## src/rtl/div_unit.sv

```systemverilog
// Iterative radix-2 restoring divider (DIV/DIVU/REM/REMU), one quotient bit per cycle.
// Optional macro DIV_EARLY_OUT_EN short-circuits divide-by-zero and signed-overflow requests.
module div_unit #(
    parameter int XLEN = 32
) (
    input  logic            clk,
    input  logic            rst,
    input  logic            flush,
    input  logic            in_valid,
    output logic            in_ready,
    input  logic [XLEN-1:0] a,
    input  logic [XLEN-1:0] b,
    input  logic [1:0]      div_op,
    output logic            out_valid,
    input  logic            out_ready,
    output logic [XLEN-1:0] result,
    output logic            busy
);

    typedef enum logic [1:0] {IDLE, CALC, DONE} state_t;

    localparam logic [XLEN-1:0] MIN_VAL   = {1'b1, {(XLEN-1){1'b0}}};
    localparam logic [5:0]      LAST_ITER = 6'(XLEN - 1);

    state_t          state_reg;
    logic [5:0]      count_reg;
    logic [XLEN-1:0] quot_reg;
    logic [XLEN-1:0] rem_reg;
    logic [XLEN-1:0] divisor_reg;
    logic [XLEN-1:0] a_raw_reg;
    logic [XLEN-1:0] result_reg;
    logic            neg_q_reg;
    logic            neg_r_reg;
    logic            want_rem_reg;
    logic            div_zero_reg;
    logic            ovf_reg;

    logic            accept;
    logic            signed_op;
    logic            a_neg;
    logic            b_neg;
    logic [XLEN:0]   shifted;
    logic [XLEN:0]   diff;
    logic            q_bit;
    logic [XLEN-1:0] rem_next;
    logic [XLEN-1:0] quot_next;
    logic [XLEN-1:0] final_value;
    logic            last_iter;

    assign in_ready  = (state_reg == IDLE) && !flush;
    assign accept    = in_valid && in_ready;
    assign busy      = (state_reg != IDLE);
    assign out_valid = (state_reg == DONE);
    assign result    = out_valid ? result_reg : '0;

    // div_op[0] selects the unsigned variants
    assign signed_op = !div_op[0];
    assign a_neg     = signed_op && a[XLEN-1];
    assign b_neg     = signed_op && b[XLEN-1];

    // Partial remainder stays below the divisor, so XLEN+1 bits hold the trial subtraction
    // and its top bit is the borrow.
    assign shifted   = {rem_reg, quot_reg[XLEN-1]};
    assign diff      = shifted - {1'b0, divisor_reg};
    assign q_bit     = !diff[XLEN];
    assign rem_next  = q_bit ? diff[XLEN-1:0] : shifted[XLEN-1:0];
    assign quot_next = {quot_reg[XLEN-2:0], q_bit};

    always_comb begin
        final_value = '0;
        if (div_zero_reg) begin
            final_value = want_rem_reg ? a_raw_reg : '1;
        end else if (ovf_reg) begin
            final_value = want_rem_reg ? '0 : MIN_VAL;
        end else if (want_rem_reg) begin
            final_value = neg_r_reg ? -rem_next : rem_next;
        end else begin
            final_value = neg_q_reg ? -quot_next : quot_next;
        end
    end

`ifdef DIV_EARLY_OUT_EN
    // Special cases spend a single CALC cycle so the result appears one edge after acceptance.
    assign last_iter = (count_reg == LAST_ITER) || div_zero_reg || ovf_reg;
`else
    assign last_iter = (count_reg == LAST_ITER);
`endif

    always_ff @(posedge clk) begin
        if (rst) begin
            state_reg    <= IDLE;
            count_reg    <= '0;
            quot_reg     <= '0;
            rem_reg      <= '0;
            divisor_reg  <= '0;
            a_raw_reg    <= '0;
            result_reg   <= '0;
            neg_q_reg    <= 1'b0;
            neg_r_reg    <= 1'b0;
            want_rem_reg <= 1'b0;
            div_zero_reg <= 1'b0;
            ovf_reg      <= 1'b0;
        end else if (flush) begin
            state_reg  <= IDLE;
            count_reg  <= '0;
            result_reg <= '0;
        end else begin
            case (state_reg)
                IDLE: begin
                    if (accept) begin
                        quot_reg     <= a_neg ? -a : a;
                        divisor_reg  <= b_neg ? -b : b;
                        rem_reg      <= '0;
                        a_raw_reg    <= a;
                        neg_q_reg    <= a_neg ^ b_neg;
                        neg_r_reg    <= a_neg;
                        want_rem_reg <= div_op[1];
                        div_zero_reg <= (b == '0);
                        ovf_reg      <= signed_op && (a == MIN_VAL) && (b == '1);
                        count_reg    <= '0;
                        state_reg    <= CALC;
                    end
                end
                CALC: begin
                    quot_reg  <= quot_next;
                    rem_reg   <= rem_next;
                    count_reg <= count_reg + 6'd1;
                    if (last_iter) begin
                        result_reg <= final_value;
                        state_reg  <= DONE;
                    end
                end
                DONE: begin
                    if (out_ready) begin
                        state_reg <= IDLE;
                    end
                end
                default: state_reg <= IDLE;
            endcase
        end
    end

endmodule

```

## config.mk

```make
export PLATFORM = sky130hd
export DESIGN_NAME = div_unit
export DESIGN_NICKNAME = d
export VERILOG_FILES = /design/src/rtl/div_unit.sv
export SDC_FILE = /design/constraint.sdc
export NUM_CORES = 1
export LEC_CHECK = 0
export ABC_AREA = 0
export BUFFER_PORTS_ARGS = -buffer_cell sky130_fd_sc_hd__buf_2
export CORE_ASPECT_RATIO = 0.8
export CORE_UTILIZATION = 60
export CTS_BUF_LIST = sky130_fd_sc_hd__clkbuf_16
export CTS_CLUSTER_DIAMETER = 30
export DETAILED_ROUTE_END_ITERATION = 12
export PLACE_DENSITY = 0.77
export SYNTH_ARGS = -nofsm -noshare
export SYNTH_HDL_FRONTEND = slang
export SYNTH_SLANG_ARGS = --single-unit
```

## constraint.sdc

```tcl
create_clock -name clk -period 10.4 [get_ports clk]
set_input_delay 1.04 -clock clk [delete_from_list [all_inputs] [get_ports clk]]
set_output_delay 1.04 -clock clk [all_outputs]
set_load 0.02 [all_outputs]
```

==> results of run 1 <==
worst max-delay path, delay by kind of cell (launching register included):
kind / cells / cell delay (ps)
fa+ha+maj: 3 / 900
simple gates: 6 / 1750
buf+inv: 5 / 740
mux: 1 / 210
flops: 1 / 400
compound gates: 9 / 1710
kinds of logic (layout without fill, tap and decap cells):
family	Yosys count	in the layout	synth area share, %
compound gates	565	565	28.7
simple gates	637	637	23.8
fa+ha+maj	39	39	3.93
flops	173	173	27.5
mux	27	27	2.24
xor+xnor	124	124	8.62
buf+inv	170	209	5.22
other cells	0	1	0
power by group:
group          total (mW)  leakage, nW  internal [mW]  switching, mW
Sequential          0.711         1.41          0.685         0.0255
Clock               0.633        0.276          0.318          0.314
Combinational       0.370         3.68          0.128          0.242
Total                1.71         5.36           1.13          0.582
placed cells by master, fill, tap and decap left out, drive strengths merged, types with 10 or more instances in the layout:
cell | synthesis | routed
o211ai | 11 | 11
dfxtp | 173 | 173
nand3 | 25 | 25
mux2i | 20 | 20
inv | 48 | 58
or3 | 24 | 24
nor3 | 37 | 37
a22oi | 20 | 20
nand4 | 18 | 18
xor2 | 74 | 74
nand2b | 15 | 15
a31oi | 22 | 22
a21o | 11 | 11
clkbuf | 92 | 17
a211oi | 68 | 68
xnor2 | 50 | 50
nand2 | 198 | 198
buf | 29 | 129
ha | 38 | 38
o31a | 10 | 10
nor4 | 16 | 16
a21oi | 168 | 168
and3 | 11 | 11
o22ai | 15 | 15
nor2b | 13 | 13
nor2 | 200 | 200
and2 | 41 | 41
o31ai | 44 | 44
o21ai | 126 | 126
or4 | 17 | 17
how the worst min path moves through the flow:
stage / startpoint / cells past startpoint / slack (ps) / end
after global placement: result_reg[2] / 2 / 440 / result_reg[2]
after global routing: divisor_reg[29] / 2 / 460 / divisor_reg[29]
after detailed placement: a_raw_reg[7] / 2 / 450 / a_raw_reg[7]
after floorplan: result_reg[2] / 2 / 430 / result_reg[2]
after CTS: a_raw_reg[7] / 2 / 460 / a_raw_reg[7]
final: divisor_reg[25] / 2 / 450 / divisor_reg[25]
final cells by class:
class                      count  share of cell area, %
antenna                        1                 0.0182
clock buffer                  17                   3.09
clock inverter                14                   1.01
inverter                      49                   1.34
multi-input combinational   1392                   61.8
sequential                   173                   25.2
tap                          269                   2.45
timing repair buffer         129                   5.14
routing by layer:
| metal | up-vias | global-route usage [%] |
|---|---|---|
| met2 | 757 | 52.3 |
| met1 | 6095 | 61.3 |
| met5 | - | 1.20 |
| met3 | 60 | 9.72 |
| met4 | 0 | 8.85 |
| li1 | 6292 | - |
==> PnR_summary.wiki, run 1 <==
{| class="wikitable"
! Metric !! Value
|-
| Cell area after synthesis || 0.0126 mm^2
|-
| IO Count || 106
|-
| Cell depth of the worst flop-to-flop path || 24
|-
| Wire length of the first global-routing pass || 65500 um
|-
| Worst setup slack after placement || 4760 ps
|-
| FMAX || 172 MHz
|-
| Via count of the first global-routing pass || 11500
|-
| Transition at the pin with the smallest max-transition slack || 1110 ps
|-
| Number of inserted filler cells in the final layout || 1909
|-
| Placed instance count || 2012
|-
| TritonCTS clock tree || built
|-
| Cell row count || 47
|-
| Fraction of final layout cells sized beyond drive strength 1 || 11.4%
|-
| Highest fanout seen on the critical path || 54
|-
| Outcome || completed
|-
| Width of the die || 164 um
|-
| Total DRC errors in the routed layout || 0
|-
| Primary flip-flop cell chosen by synthesis mapping || dfxtp_1
|-
| Detail Route Antenna Nets || 0
|-
| Smallest setup slack after layout || 4570 ps
|-
| Sort of element at the end of the critical path || flop
|-
| Most area-hungry cell type in the Yosys netlist || dfxtp_1
|-
| Post-detailed-route wirelength per cell || 20.5 um
|-
| Post-synth top cells || nor2_1, nand2_1, dfxtp_1
|-
| Inserted Clock Buffers || 17
|-
| Tot GR Track Use || 39.1%
|-
| Core Area || 0.0206 mm^2
|-
| Via count || 13200
|-
| Initial antenna violation count || 0
|-
| Buffer cell driving the clock tree root || clkbuf_16
|-
| Clock latency on the worst-skew pair || 450 ps
|-
| Slowest Stage Delay on Critical Path || 580 ps
|-
| Synth area leaders || dfxtp_1, a21oi_1, nor2_1
|-
| Number of cells produced by synthesis || 1735
|-
| Tmin final || 5830 ps
|-
| Hold/Removal Path Class || flop to flop
|-
| Hold_ws || 454 ps
|-
| Buffers on Ports || 105
|-
| Post-synth EDFFs || 0
|-
| Number of flip-flops and latches in the synthesized netlist || 173
|-
| Startpoint kind of the worst setup timing path || flop
|-
| Share of the clock period used by the worst path || 56.0%
|-
| Non-Filler Instances || 2044
|-
| Overflow left after global routing || 0
|-
| Critical path required time || 10730 ps
|-
| Capturing element of the worst setup path || result_reg[28]
|-
| Avg Inst Size Synth || 7.27 um^2
|-
| Utilization after layout || 66.7%
|-
| Routability cong. || 0.969
|-
| Largest net degree at the start of global routing || 78
|-
| Leading cell type by number of instances after synthesis || nor2_1
|-
| Syn-to-layout area delta || 9.20%
|-
| Headroom to the max-slew limit || 25.7%
|-
| Number of hold violations in the final report || 0
|-
| Final setup viols || 0
|-
| Data arrival time of the worst path || 6160 ps
|-
| Cell breakdown of the critical path || inv_1, ha_1, fa_1, nor2b_1, o31a_4, a21oi_4, o21ai_2, a311oi_2, buf_4, nor2_2, inv_2, buf_4, nand2_1, o21ai_0, inv_1, ha_1, o2111ai_1, or4_1, o31a_1, or3_4, nor4_2, mux2i_1, o311ai_1, o221a_1
|-
| Length of routed met3 wiring || 4960 um
|-
| Routed length on met2 || 16500 um
|-
| Post-CTS setup buffers || 0
|-
| Layout Skew || 13.5 ps
|-
| Area of the die || 0.0216 mm^2
|-
| Floorplan die height || 132 um
|-
| Number of nets in the layout || 1872
|-
| FF-to-FF End || result_reg[28]
|-
| Highest routed layer || met4
|-
| Slowest stage cell on the critical path || or4_1
|-
| Peak ir drop on the vdd network || 105 uV
|-
| Share of flip-flops with an asynchronous set or reset after synthesis || 0%
|-
| Level count of the clock H-tree || 4
|-
| Drt initial violations || 1878
|-
| Power consumption || 1.71 mW
|-
| FF-to-FF setup slack || 4570 ps
|-
| Routed Wire Length || 41900 um
|-
| Portion of synthesized cell area occupied by the leading cell type || 27.5%
|-
| Register area share after synthesis || 27.5%
|-
| Placed inst area || 0.0132 mm^2
|-
| Number of pins exceeding their max-slew limit in the final report || 0
|-
| Total clock sinks || 173
|-
| Routed met1 length || 19700 um
|-
| Aggregate negative setup slack || 0 ps
|-
| RSZ-0062 raised after global routing || no
|-
| Synth Net Count || 1845
|-
| Number of warnings issued by yosys || 0
|-
| Total area of sequential cells || 0.00346 mm^2
|-
| Post-CTS sizing || 0
|-
| Effective utilization at floorplan || 61.1%
|-
| Deepest clock path buffer count || 2
|-
| Detailed-routing iteration count for the pre-antenna-repair pass || 6
|-
| Pwr per Cell Area || 124 mW/mm^2
|-
| DR vias/cell || 6.46
|-
| Clock transition at path regs || 70 ps
|-
| Final instance area || 0.0138 mm^2
|-
| Reg2Reg Launch Point || quot_reg[31]
|-
| CP startpoint || quot_reg[31]
|-
| Hold-fix buffer count after cts || 0
|-
| Combined area of the multi-input logic cells || 0.00851 mm^2
|-
| Detailed-placement wirelength estimate || 30700 um
|-
| MaxCap Viol Count || 0
|-
| Setup Crit Path Kind || flop to flop
|-
| Count of different cell masters after synthesis || 81
|-
| P_leak || 5.36 nW
|}
Note: power is estimated with default switching activity, not from simulation.
==> run 2, diff against run 1 <==
CORE_UTILIZATION = 55   (was 60)
PLACE_DENSITY = 0.74   (was 0.77)
clock period = 4.7 ns   (was 10.4 ns; I/O delays follow)
==> PnR_summary.wiki, run 2 (synthesized netlist as in run 1, its figures left out) <==
{| class="wikitable"
! Metric !! Value
|-
| Outcome || completed
|-
| Level count of the clock H-tree || 4 (unchanged)
|-
| MaxCap Viol Count || 0 (unchanged)
|-
| Non-Filler Instances || 2120 (+3.7%)
|-
| Aggregate negative setup slack || 0 ps (unchanged)
|-
| Antenna diodes || 0 (-1)
|-
| Capturing element of the worst setup path || result_reg[28]
|-
| Sort of element at the end of the critical path || flop
|-
| Post-detailed-route wirelength per cell || 20.0 um (-2.3%)
|-
| Reg2Reg Launch Point || divisor_reg[2]
|-
| Highest fanout seen on the critical path || 5 (-91%)
|-
| Buffers on Ports || 105 (unchanged)
|-
| FF-to-FF setup slack || 110 ps (-4460 ps)
|-
| Tot GR Track Use || 36.3% (-2.9 points)
|-
| FMAX || 218 MHz (+27%)
|-
| Routability cong. || 0.972 (+0.35%)
|-
| Fraction of final layout cells sized beyond drive strength 1 || 14.5% (+3.1 points)
|-
| Overflow left after global routing || 0 (unchanged)
|-
| Critical path required time || 5030 ps (-5700 ps)
|-
| Most common cell after layout, fill and taps aside || nor2_1
|-
| Buffer cell driving the clock tree root || clkbuf_16
|-
| Pwr per Cell Area || 265 mW/mm^2 (+110%)
|-
| Share of the clock period used by the worst path || 97.7% (+42 points)
|-
| Initial antenna violation count || 0 (unchanged)
|-
| Layout Skew || 7.47 ps (-6.03 ps)
|-
| Largest net degree at the start of global routing || 97 (+24%)
|-
| Peak ir drop on the vdd network || 242 uV (+130%)
|-
| Slowest stage cell on the critical path || or4_4
|-
| TritonCTS clock tree || built
|-
| Headroom to the max-slew limit || 20.4% (-5.3 points)
|-
| Routed Wire Length || 42400 um (+1.3%)
|-
| FF-to-FF End || result_reg[28]
|-
| Power share of the sequential group || 41.9% (+0.4 points)
|-
| Number of nets in the layout || 1912 (+2.1%)
|-
| Total DRC errors in the routed layout || 0 (unchanged)
|-
| Drt initial violations || 1784 (-5.0%)
|-
| Deepest clock path buffer count || 2 (unchanged)
|-
| Power consumption || 3.77 mW (+120%)
|-
| Number of hold violations in the final report || 0 (unchanged)
|-
| DR vias/cell || 6.34 (-1.8%)
|-
| Internal power || 2.55 mW (+130%)
|-
| Commonest cells after routing, fill and taps aside || nor2_1, nand2_1, dfxtp_1
|-
| Startpoint kind of the worst setup timing path || flop
|-
| Floorplan die height || 137 um (+4.4%)
|-
| Cell row count || 49 (+4.3%)
|-
| Cell depth of the worst flop-to-flop path || 20 (-17%)
|-
| Hold/Removal Path Class || input port to flop
|-
| Slowest Stage Delay on Critical Path || 470 ps (-110 ps)
|-
| Power share of the combinational group || 22.7% (+1.1 points)
|-
| Total clock sinks || 173 (unchanged)
|-
| Area of the die || 0.0235 mm^2 (+9.0%)
|-
| Data arrival time of the worst path || 4920 ps (-1240 ps)
|-
| Setup Crit Path Kind || flop to flop
|-
| Cell breakdown of the critical path || inv_1, ha_4, nor2b_2, o31a_4, a21oi_4, o21a_1, o2bb2ai_2, nor2_2, inv_2, buf_4, a21oi_4, ha_4, o2111ai_2, or4_4, o31a_1, or3_4, nor4_4, mux2i_1, o311ai_1, o221a_1
|-
| Utilization after layout || 63.2% (-3.5 points)
|-
| Detailed-placement wirelength estimate || 31600 um (+2.9%)
|-
| Placed instance count || 2080 (+3.4%)
|-
| Detail Route Antenna Nets || 0 (unchanged)
|-
| IO Count || 106 (unchanged)
|-
| Switching power of the nets || 1.22 mW (+110%)
|-
| Final setup viols || 0 (unchanged)
|-
| Clock latency on the worst-skew pair || 440 ps (about the same)
|-
| P_leak || 5.57 nW (+3.9%)
|-
| Via count || 13500 (+1.9%)
|-
| Sw frac || 32.4% (-1.6 points)
|-
| Inserted Clock Buffers || 17 (unchanged)
|-
| Transition at the pin with the smallest max-transition slack || 1190 ps (+79.3 ps)
|-
| CP startpoint || divisor_reg[2]
|-
| Syn-to-layout area delta || 12.8%
|-
| Wire length of the first global-routing pass || 64500 um (-1.5%)
|-
| Tmin final || 4590 ps (-1240 ps)
|-
| Effective utilization at floorplan || 56.0% (-5.0 points)
|-
| Number of pins exceeding their max-slew limit in the final report || 0 (unchanged)
|-
| Via count of the first global-routing pass || 11400 (-1.3%)
|-
| Clock share of power || 35.4% (-1.5 points)
|-
| Clock transition at path regs || 70 ps (about the same)
|-
| Width of the die || 171 um (+4.4%)
|-
| Core Area || 0.0225 mm^2 (+9.0%)
|-
| Detailed-routing iteration count for the pre-antenna-repair pass || 6 (unchanged)
|}
-- run 2: how the worst min path moves through the flow --
stage	end	cells past startpoint	start
6_report	want_rem_reg	3	div_op[1]
5_1_grt	want_rem_reg	3	div_op[1]
4_1_cts	want_rem_reg	3	div_op[1]
3_5_place_dp	a_raw_reg[6]	2	a_raw_reg[6]
3_3_place_gp	a_raw_reg[12]	2	a_raw_reg[12]
2_1_floorplan	result_reg[2]	2	result_reg[2]
-- run 2: stage by stage --
step / hold WS [ps] / cell area [um^2] / setup WS, ps
3_3_place_gp: 440 / 13500 / 125
2_1_floorplan: 427 / 12700 / 27.2
5_1_grt: 273 / 14200 / -10.8
6_report: 277 / 14200 / 108
3_5_place_dp: 445 / 13500 / 16.8
4_1_cts: 260 / 14100 / 9.44
-- run 2: routing by layer --
layer | track usage, % | share of wire (%) | wire length (um)
met1 | 55.1 | 46 | 19700
met2 | 48.1 | 39 | 16700
met3 | 11.5 | 13 | 5330
met4 | 8.78 | 1.7 | 708
met5 | 0 | 0 | 0
-- run 2: final cells by class --
type	count	area (um^2)
multi-input combinational	1392	8640
fill	2125	8280
sequential	173	3470
timing repair buffer	169	1020
clock buffer	17	425
tap	306	383
inverter	49	184
clock inverter	14	106
-- run 2: power groups by stage --
stage	Combinational, mW	Clock (mW)	Sequential [mW]
floorplan	0.564	0	1.58
detailed placement	0.816	0	1.61
CTS	0.821	1.35	1.58
finish	0.858	1.33	1.58
global route	0.933	1.41	1.59
global placement	0.804	0	1.61
-- run 2: timing repair --
item | 4_1_cts | 5_1_grt
resized for setup | 0 | 20
endpoints found under the hold margin | 0 | 0
setup buffers | 1 | 8
setup endpoints to repair | 1 | 9
pin swaps | 0 | 7
hold buffers | 0 | 0
-- run 2: critical path, delay by kind of cell (launching register included) --
kind / cells / cell delay [ps]
mux: 1 / 200
simple gates: 5 / 1390
buf+inv: 3 / 320
compound gates: 9 / 1820
fa+ha+maj: 2 / 410
flops: 1 / 340
==> run 3, diff against run 2 <==
CORE_UTILIZATION = 50   (was 55)
PLACE_DENSITY = 0.68   (was 0.74)
==> PnR_summary.wiki, run 3 (synthesized netlist as in run 1, its figures left out) <==
{| class="wikitable"
! Metric !! Value
|-
| Placed inst area || 0.0137 mm^2 (+0.93%)
|-
| Detail Route Antenna Nets || 0 (unchanged)
|-
| Share of the clock period used by the worst path || 96.7% (-1.0 points)
|-
| Power share of the sequential group || 41.2% (-0.7 points)
|-
| Floorplan die height || 144 um (+4.8%)
|-
| Switching power of the nets || 1.26 mW (+2.8%)
|-
| Initial antenna violation count || 0 (unchanged)
|-
| P_leak || 5.63 nW (+1.1%)
|-
| Startpoint kind of the worst setup timing path || flop
|-
| Detailed-placement wirelength estimate || 33300 um (+5.3%)
|-
| Highest fanout seen on the critical path || 6 (+1)
|-
| Overflow left after global routing || 0 (unchanged)
|-
| Routability cong. || 0.968 (-0.43%)
|-
| Tot GR Track Use || 33.8% (-2.5 points)
|-
| Pwr per Cell Area || 267 mW/mm^2 (+0.73%)
|-
| Placed instance count || 2106 (+1.3%)
|-
| FMAX || 220 MHz (+1.1%)
|-
| Final instance area || 0.0143 mm^2 (+0.58%)
|-
| Cell row count || 51 (+4.1%)
|-
| Commonest cells after routing, fill and taps aside || nor2_1, nand2_1, dfxtp_1
|-
| Violated checks || design-rule violations
|-
| Internal power || 2.57 mW (+0.62%)
|-
| Via count || 13400 (-0.36%)
|-
| Tmin final || 4540 ps (-48.8 ps)
|-
| IO Count || 106 (unchanged)
|-
| Via count of the first global-routing pass || 11600 (+2.0%)
|-
| Clock share of power || 35.9% (+0.5 points)
|-
| Syn-to-layout area delta || 13.5%
|-
| Fraction of final layout cells sized beyond drive strength 1 || 14.6% (+0.13 points)
|-
| Hold-fix buffer count after cts || 0 (unchanged)
|-
| Total clock sinks || 173 (unchanged)
|-
| Layout Skew || 11.9 ps (+4.46 ps)
|-
| Power share of the combinational group || 22.9% (+0.2 points)
|-
| Clock transition at path regs || 70 ps (about the same)
|-
| Core Area || 0.0246 mm^2 (+9.2%)
|-
| Final setup viols || 0 (unchanged)
|-
| Non-Filler Instances || 2143 (+1.1%)
|-
| Wire length of the first global-routing pass || 67500 um (+4.6%)
|-
| Detailed-routing iteration count for the pre-antenna-repair pass || 10 (+4)
|-
| Level count of the clock H-tree || 4 (unchanged)
|-
| Most common cell after layout, fill and taps aside || nor2_1
|-
| Peak ir drop on the vdd network || 252 uV (+4.2%)
|-
| Data arrival time of the worst path || 4880 ps (-40 ps)
|-
| Drt initial violations || 1562 (-12%)
|-
| Outcome || complete, but fails checks
|-
| Hold_ws || 294 ps (+17.3 ps)
|-
| Hold/Removal Path Class || input port to flop
|-
| Buffer cell driving the clock tree root || clkbuf_16
|-
| DR vias/cell || 6.25 (-1.4%)
|-
| Antenna diodes || 0 (unchanged)
|-
| TritonCTS clock tree || built
|-
| Critical path required time || 5040 ps (about the same)
|-
| Number of nets in the layout || 1923 (+0.58%)
|-
| Largest net degree at the start of global routing || 83 (-14%)
|-
| Number of hold violations in the final report || 0 (unchanged)
|-
| Buffers on Ports || 105 (unchanged)
|-
| Headroom to the max-slew limit || 18.6% (-1.7 points)
|-
| Inserted Clock Buffers || 17 (unchanged)
|-
| Post-detailed-route wirelength per cell || 20.6 um (+2.8%)
|-
| Deepest clock path buffer count || 2 (unchanged)
|-
| Area of the die || 0.0259 mm^2 (+9.9%)
|-
| MaxCap Viol Count || 0 (unchanged)
|-
| Clock latency on the worst-skew pair || 450 ps (about the same)
|-
| Sort of element at the end of the critical path || flop
|-
| Total DRC errors in the routed layout || 6 (+6)
|-
| Width of the die || 180 um (+4.8%)
|-
| Number of pins exceeding their max-slew limit in the final report || 0 (unchanged)
|-
| Transition at the pin with the smallest max-transition slack || 1220 ps (+26.1 ps)
|-
| Setup Crit Path Kind || flop to flop
|-
| Routed Wire Length || 44100 um (+3.9%)
|-
| Sw frac || 32.9% (+0.46 points)
|-
| Effective utilization at floorplan || 51.3% (-4.7 points)
|}
## run 3: worst paths after layout
kind	startpoint	to	slack, ps	cells after the start
hold / removal	a[11]	a_raw_reg[11]	290	3
setup / recovery	quot_reg[31]	result_reg[28]	160	20
setup reg to reg	quot_reg[31]	result_reg[28]	160	20
hold reg to reg	result_reg[2]	result_reg[2]	450	2
## run 3: layout make-up
| type | count | area (um^2) |
|---|---|---|
| Fill cell | 2359 | 10300 |
| Multi-Input combinational cell | 1392 | 8620 |
| Sequential cell | 173 | 3460 |
| Timing Repair Buffer | 180 | 1100 |
| Clock buffer | 17 | 425 |
| Tap cell | 318 | 398 |
| Inverter | 49 | 184 |
| Clock inverter | 14 | 116 |
## run 3: power by group through the flow
stage               sequential (mW)  clock (mW)  combinational (mW)
floorplan                      1.58           0               0.564
global placement               1.60           0               0.829
detailed placement             1.61           0               0.837
CTS                            1.57        1.39               0.842
global route                   1.58        1.44               0.947
finish                         1.58        1.37               0.874
## run 3: metal layers
| layer | up-vias | GRT usage [%] | wire (um) |
|---|---|---|---|
| met5 | - | 0 | 0 |
| met4 | 0 | 6.49 | 430 |
| met3 | 30 | 7.76 | 4680 |
| met2 | 648 | 46.6 | 17400 |
| met1 | 6330 | 52.4 | 21600 |
| li1 | 6395 | - | - |
## run 3: stage by stage
step / total power [mW] / setup TNS (ps) / setup slack [ps] / utilization (%)
after floorplan: 2.14 / 0 / 27.2 / -
after global routing: 3.97 / -130 / -73.4 / 58.2
final: 3.82 / 0 / 157 / 58.2
after detailed placement: 2.44 / 0 / 53.7 / 55.6
after global placement: 2.43 / 0 / 138 / 55.6
after CTS: 3.80 / 0 / 7.92 / 57.8
## run 3: worst max-delay path: stages (launching register included)
cell and delay, ps:
dfxtp_2 320, inv_1 100, ha_4 160, fa_2 230, nor2b_2 50, o31a_4 350, a21oi_4 210, o21ai_4 90
a311oi_2 340, buf_4 210, nor3_1 60, a21oi_2 170, ha_4 160, o2111ai_2 110, or4_4 470, o31a_1 300
or3_4 420, nor4_4 150, mux2i_1 210, o311ai_1 110, o221a_1 220
## run 3: what timing repair did
item | 4_1_cts | 5_1_grt
setup endpoints to repair | 0 | 5
buffers inserted | 0 | 6
resized for setup | 0 | 11
